### src/rtl/ex_result_stage.sv
`default_nettype none
// ============================================================================
// Module      : ex_result_stage
// Description : Registered execute-result stage for the RV64 core. Captures
//               each ALU result with its rd tag and PC, sign-extends *W op
//               results, and hands entries to the memory stage over a
//               valid/ready handshake through a 2-entry skid buffer. The head
//               entry doubles as a forwarding source.
// Revision    : 1.0 - initial release
// ============================================================================
module ex_result_stage #(
    parameter int XLEN   = 64,
    parameter int REG_AW = 5
) (
    input  logic              clk_i,
    input  logic              rst_ni,
    input  logic              flush_i,
    // Upstream (ALU) side
    input  logic              in_valid_i,
    output logic              in_ready_o,
    input  logic [XLEN-1:0]   alu_result_i,
    input  logic [REG_AW-1:0] rd_addr_i,
    input  logic              rd_we_i,
    input  logic              word_op_i,
    input  logic [XLEN-1:0]   pc_i,
    // Downstream (memory stage) side
    output logic              out_valid_o,
    input  logic              out_ready_i,
    output logic [XLEN-1:0]   out_result_o,
    output logic [REG_AW-1:0] out_rd_addr_o,
    output logic              out_rd_we_o,
    output logic [XLEN-1:0]   out_pc_o,
    // Forwarding tap on the head entry
    output logic              fwd_valid_o,
    output logic [REG_AW-1:0] fwd_rd_addr_o,
    output logic [XLEN-1:0]   fwd_result_o
);

    // Occupancy of the two storage slots. Head is always the older entry.
    typedef enum logic [1:0] {
        ST_EMPTY = 2'd0,
        ST_ONE   = 2'd1,
        ST_FULL  = 2'd2
    } state_e;

    state_e            state_q;
    state_e            state_d;

    // Head slot: drives the outputs directly
    logic [XLEN-1:0]   head_result_q;
    logic [REG_AW-1:0] head_rd_q;
    logic              head_we_q;
    logic [XLEN-1:0]   head_pc_q;

    // Skid slot: absorbs the one extra entry accepted while the head stalls
    logic [XLEN-1:0]   skid_result_q;
    logic [REG_AW-1:0] skid_rd_q;
    logic              skid_we_q;
    logic [XLEN-1:0]   skid_pc_q;

    logic              w_accept;
    logic              w_pop;
    logic              w_head_load_in;
    logic              w_head_load_skid;
    logic              w_skid_load;
    logic [XLEN-1:0]   w_in_result;
    logic              w_in_we;

    // Readiness comes from state alone so the input handshake never sees
    // a combinational path from out_ready_i.
    assign in_ready_o  = (state_q != ST_FULL);
    assign out_valid_o = (state_q != ST_EMPTY);

    assign w_accept = in_valid_i & in_ready_o;
    assign w_pop    = out_valid_o & out_ready_i;

    // *W ops produce a 32-bit result that must be sign-extended to XLEN;
    // writes to x0 are squashed at capture so they never forward.
    assign w_in_result = word_op_i ? {{(XLEN-32){alu_result_i[31]}}, alu_result_i[31:0]}
                                   : alu_result_i;
    assign w_in_we     = rd_we_i & (rd_addr_i != '0);

    // Next-state and slot-load decode; flush overrides any accept or pop.
    always_comb begin
        state_d          = state_q;
        w_head_load_in   = 1'b0;
        w_head_load_skid = 1'b0;
        w_skid_load      = 1'b0;
        if (flush_i) begin
            state_d = ST_EMPTY;
        end else begin
            case (state_q)
                ST_EMPTY: begin
                    if (w_accept) begin
                        state_d        = ST_ONE;
                        w_head_load_in = 1'b1;
                    end
                end
                ST_ONE: begin
                    if (w_accept && w_pop) begin
                        w_head_load_in = 1'b1;
                    end else if (w_accept) begin
                        state_d     = ST_FULL;
                        w_skid_load = 1'b1;
                    end else if (w_pop) begin
                        state_d = ST_EMPTY;
                    end
                end
                ST_FULL: begin
                    if (w_pop) begin
                        state_d          = ST_ONE;
                        w_head_load_skid = 1'b1;
                    end
                end
                default: begin
                    state_d = ST_EMPTY;
                end
            endcase
        end
    end

    // State register.
    always_ff @(posedge clk_i or negedge rst_ni) begin
        if (!rst_ni) begin
            state_q <= ST_EMPTY;
        end else begin
            state_q <= state_d;
        end
    end

    // Head slot: loads a fresh input or promotes the skid entry.
    always_ff @(posedge clk_i or negedge rst_ni) begin
        if (!rst_ni) begin
            head_result_q <= '0;
            head_rd_q     <= '0;
            head_we_q     <= 1'b0;
            head_pc_q     <= '0;
        end else if (w_head_load_in) begin
            head_result_q <= w_in_result;
            head_rd_q     <= rd_addr_i;
            head_we_q     <= w_in_we;
            head_pc_q     <= pc_i;
        end else if (w_head_load_skid) begin
            head_result_q <= skid_result_q;
            head_rd_q     <= skid_rd_q;
            head_we_q     <= skid_we_q;
            head_pc_q     <= skid_pc_q;
        end
    end

    // Skid slot: captures an input arriving while the head is stalled.
    always_ff @(posedge clk_i or negedge rst_ni) begin
        if (!rst_ni) begin
            skid_result_q <= '0;
            skid_rd_q     <= '0;
            skid_we_q     <= 1'b0;
            skid_pc_q     <= '0;
        end else if (w_skid_load) begin
            skid_result_q <= w_in_result;
            skid_rd_q     <= rd_addr_i;
            skid_we_q     <= w_in_we;
            skid_pc_q     <= pc_i;
        end
    end

    assign out_result_o  = head_result_q;
    assign out_rd_addr_o = head_rd_q;
    assign out_rd_we_o   = head_we_q;
    assign out_pc_o      = head_pc_q;

    // Forwarding is a zero-latency tap on the head slot.
    assign fwd_valid_o   = out_valid_o & head_we_q;
    assign fwd_rd_addr_o = head_rd_q;
    assign fwd_result_o  = head_result_q;

endmodule
`default_nettype wire

### config.mk
export PLATFORM = sky130hd
export DESIGN_NAME = ex_result_stage
export DESIGN_NICKNAME = d
export VERILOG_FILES = /design/src/rtl/ex_result_stage.sv
export SDC_FILE = /design/constraint.sdc
export NUM_CORES = 1
export LEC_CHECK = 0
export CAP_MARGIN = 10
export CELL_PAD_IN_SITES_DETAIL_PLACEMENT = 0
export CELL_PAD_IN_SITES_GLOBAL_PLACEMENT = 1
export CORE_AREA = 4 4 148 207
export DETAILED_ROUTE_END_ITERATION = 10
export DIE_AREA = 0 0 152 211
export GPL_ROUTABILITY_DRIVEN = 0
export MAX_ROUTING_LAYER = met4
export PLACE_DENSITY = 0.89
export SYNTH_ARGS = -nofsm -noshare
export SYNTH_HDL_FRONTEND = slang
export SYNTH_SLANG_ARGS = --single-unit
### constraint.sdc
create_clock -name clk_i -period 4.1 [get_ports clk_i]
set_input_delay 0.615 -clock clk_i [delete_from_list [all_inputs] [get_ports clk_i]]
set_output_delay 0.615 -clock clk_i [all_outputs]
set_load 0.005 [all_outputs]
==> flow_summary.yaml <==
clocking:
  cts_tree: "yes"
  ctsHtreeMaxLevel: 1
  post_cts_resized: 0
  hold_buffers: 0
  post_cts_buffers: 0
  cts_buffers: 28
  cts_sinks: 270
  clock_path_buffers: 3
  cts.clk_slew.worst_paths_ns: 0.06
  cts-root-buf: "clkbuf_16"
  insertion_delay_ns: 0.53
sta:
  slew_violations: 0
  finalSetupViolations: 0
  finalCritPeriodShare: 0.630
  rsz0062_at_grt: "no"
  skew_ns: 0.0101
  fin_crit_ns: 2.58
  max_freq_mhz: 387
  final.setup.tns_ns: 0
  relSlewSlack: 0.254
  worst_pin_slew_ns: 1.12
  hold_viol: 0
synthesis:
  async_flop_share: 1.00
  syn_nets: 1038
  ys_ff_latch: 270
  syn_area_sq_um: 11400
  synth_seq_area_share: 0.591
  ys_types: 29
  synth-main-ff-cell: "dfrtp_1"
  synth_cells: 898
  avgSynthCellArea_sq_um: 12.7
  yosys_warnings: 0
  synth_edf_count: 0
setup_path:
  critPathMaxStageDelay_ns: 0.47
  critPathLaunchType: "flop"
  reg2regPathDepth: 6
  critPathKind: "flop to output port"
  crit_start: "state_q[0]"
  setup.worst_path.end: "fwd_valid_o"
  rr_endpoint: "skid_result_q[52]"
  cp-end-kind: "output port"
  timing.rr.start: "state_q[1]"
  slowest_stage: "dfrtp_1"
  r2r_slack_ns: 1.89
  cp_max_fo: 6
  crit_arrival_ns: 1.97
  crit_chain: "or2_2, and2_1, clkdlybuf4s50_1"
  crit_required_ns: 3.48
final_layout:
  layout-drive-gt1-share: 0.141
  multi_input_area_sq_um: 3860
  final_common_cell: "clkdlybuf4s50_1"
  regArea_sq_um: 6760
  area_growth_pct: 37.5
  final_util: 0.544
  final_cell_mix: "clkdlybuf4s50_1 (344), dfrtp_1 (270), a22o_1 (101), a21o_1 (101), mux2_2 (101)"
  final_nets: 1292
  n_fill_cell: 2510
floorplan:
  start_util: 0.396
  die_h_microns: 211
  ios: 346
  rows: 74
  die_w_microns: 152
  dieArea_sq_um: 32100
  core_sq_um: 28900
routing:
  drc: 0
  initialDrtViolationCount: 398
  finalWirelength_microns: 30200
  drt-pass1-iter-count: 5
  routed_via_density: 5.21
  dr_total_vias: 8107
  wl_per_cell_microns: 19.4
  ant_nets: 0
global_routing:
  antenna_found_initial: 6
  grt_pass1_wl_microns: 47400
  overflow: 0
  grt_max_degree: 134
  grt_usage: 0.186
  grt_pass1_vias: 8429
run:
  drv_cap: 0
power_and_ir_drop:
  power_density_nw_per_um2: 503
  ir_worst_vdd_v: 0.000462
  power_leakage_nw: 7.28
placed_design:
  io_buffers: 345
  hpwl_microns: 20100
hold_path:
  hp-class: "primary input to async pin"
outcome:
  status: "finished clean"
cell usage after synthesis, drive strengths merged (2+ instances only):
master,number,area [sq um]
nand2b,2,12.5
nor2b,3,21.3
a21o,101,758
o21ai,34,170
a221o,32,320
nor2,35,134
nand2,34,128
inv,2,7.51
dfrtp,270,6760
mux2,101,1140
a22o,101,885
a21oi,33,165
clkbuf,20,75.1
and2,2,12.5
buf,118,759
per-stage QoR:
step	instance area (sq um)	setup slack (ns)	hold slack (ns)	instances	power (W)
detailed placement	14800	1.09	0.464	1502	0.00541
global placement	14800	1.18	0.457	1502	0.00534
global route	15700	1.43	0.0928	1554	0.00831
CTS	15700	1.47	0.0738	1548	0.00802
floorplan	11400	2.37	0.319	898	0.00443
finish	15700	1.52	0.0474	1556	0.00790
sequential cells by signal, summed over array words and instances, names as in the netlist:
name / count
state_q: 2
skid_rd_q: 5
fwd_result_o: 64
out_rd_we_o: 1
fwd_rd_addr_o: 5
out_pc_o: 64
skid_we_q: 1
skid_pc_q: 64
skid_result_q: 64
report_power, final:
group,internal [W],switching (W),total (W)
logic,0.00113,0.000554,0.00169
clock network,0.00156,0.00101,0.00257
registers,0.00327,0.000380,0.00365
total,0.00596,0.00194,0.00790
cells by family after synthesis:
| group | count (synthesis) | synth area share |
|---|---|---|
| xor gates and xnor gates | 1 | 0.000767 |
| DFF | 270 | 0.591 |
| buffers and inverters | 140 | 0.0737 |
| muxes | 101 | 0.0995 |
| AOI/OAI and AO/OA | 304 | 0.203 |
| and+or+nand+nor | 82 | 0.0314 |
critical path, delay by kind of cell (launching register included):
family                 cells  cell delay (ns)
AND/OR/NAND/NOR            2             0.55
buffers and inverters      1             0.43
flip-flops                 1             0.47
how the worst min path moves through the flow:
stage | start | endpoint | slack, ns
final | rst_ni | out_pc_o[52] | 0.05
after floorplan | rst_ni | fwd_rd_addr_o[0] | 0.32
after global placement | out_pc_o[51] | out_pc_o[51] | 0.46
after global routing | rst_ni | skid_pc_q[60] | 0.09
after detailed placement | out_pc_o[38] | out_pc_o[38] | 0.46
after CTS | rst_ni | out_pc_o[52] | 0.07
cell type report:
type	instances	share of cell area
clock buffer	40	0.0520
timing repair buffer	362	0.233
clock inverter	6	0.00709
sequential	270	0.430
multi-input combinational	488	0.246
antenna	8	0.00127
inverter	2	0.000478
tap	380	0.0303
layer usage:
layer / up-vias / track usage / part of all wire / wire, microns
li1: 3697 / - / - / -
met1: 4114 / 0.228 / 0.40 / 12000
met2: 249 / 0.316 / 0.52 / 15800
met3: 47 / 0.0332 / 0.055 / 1680
met4: 0 / 0.0605 / 0.026 / 788
met5: - / - / 0 / 0
Note: power is estimated with default switching activity, not from simulation.
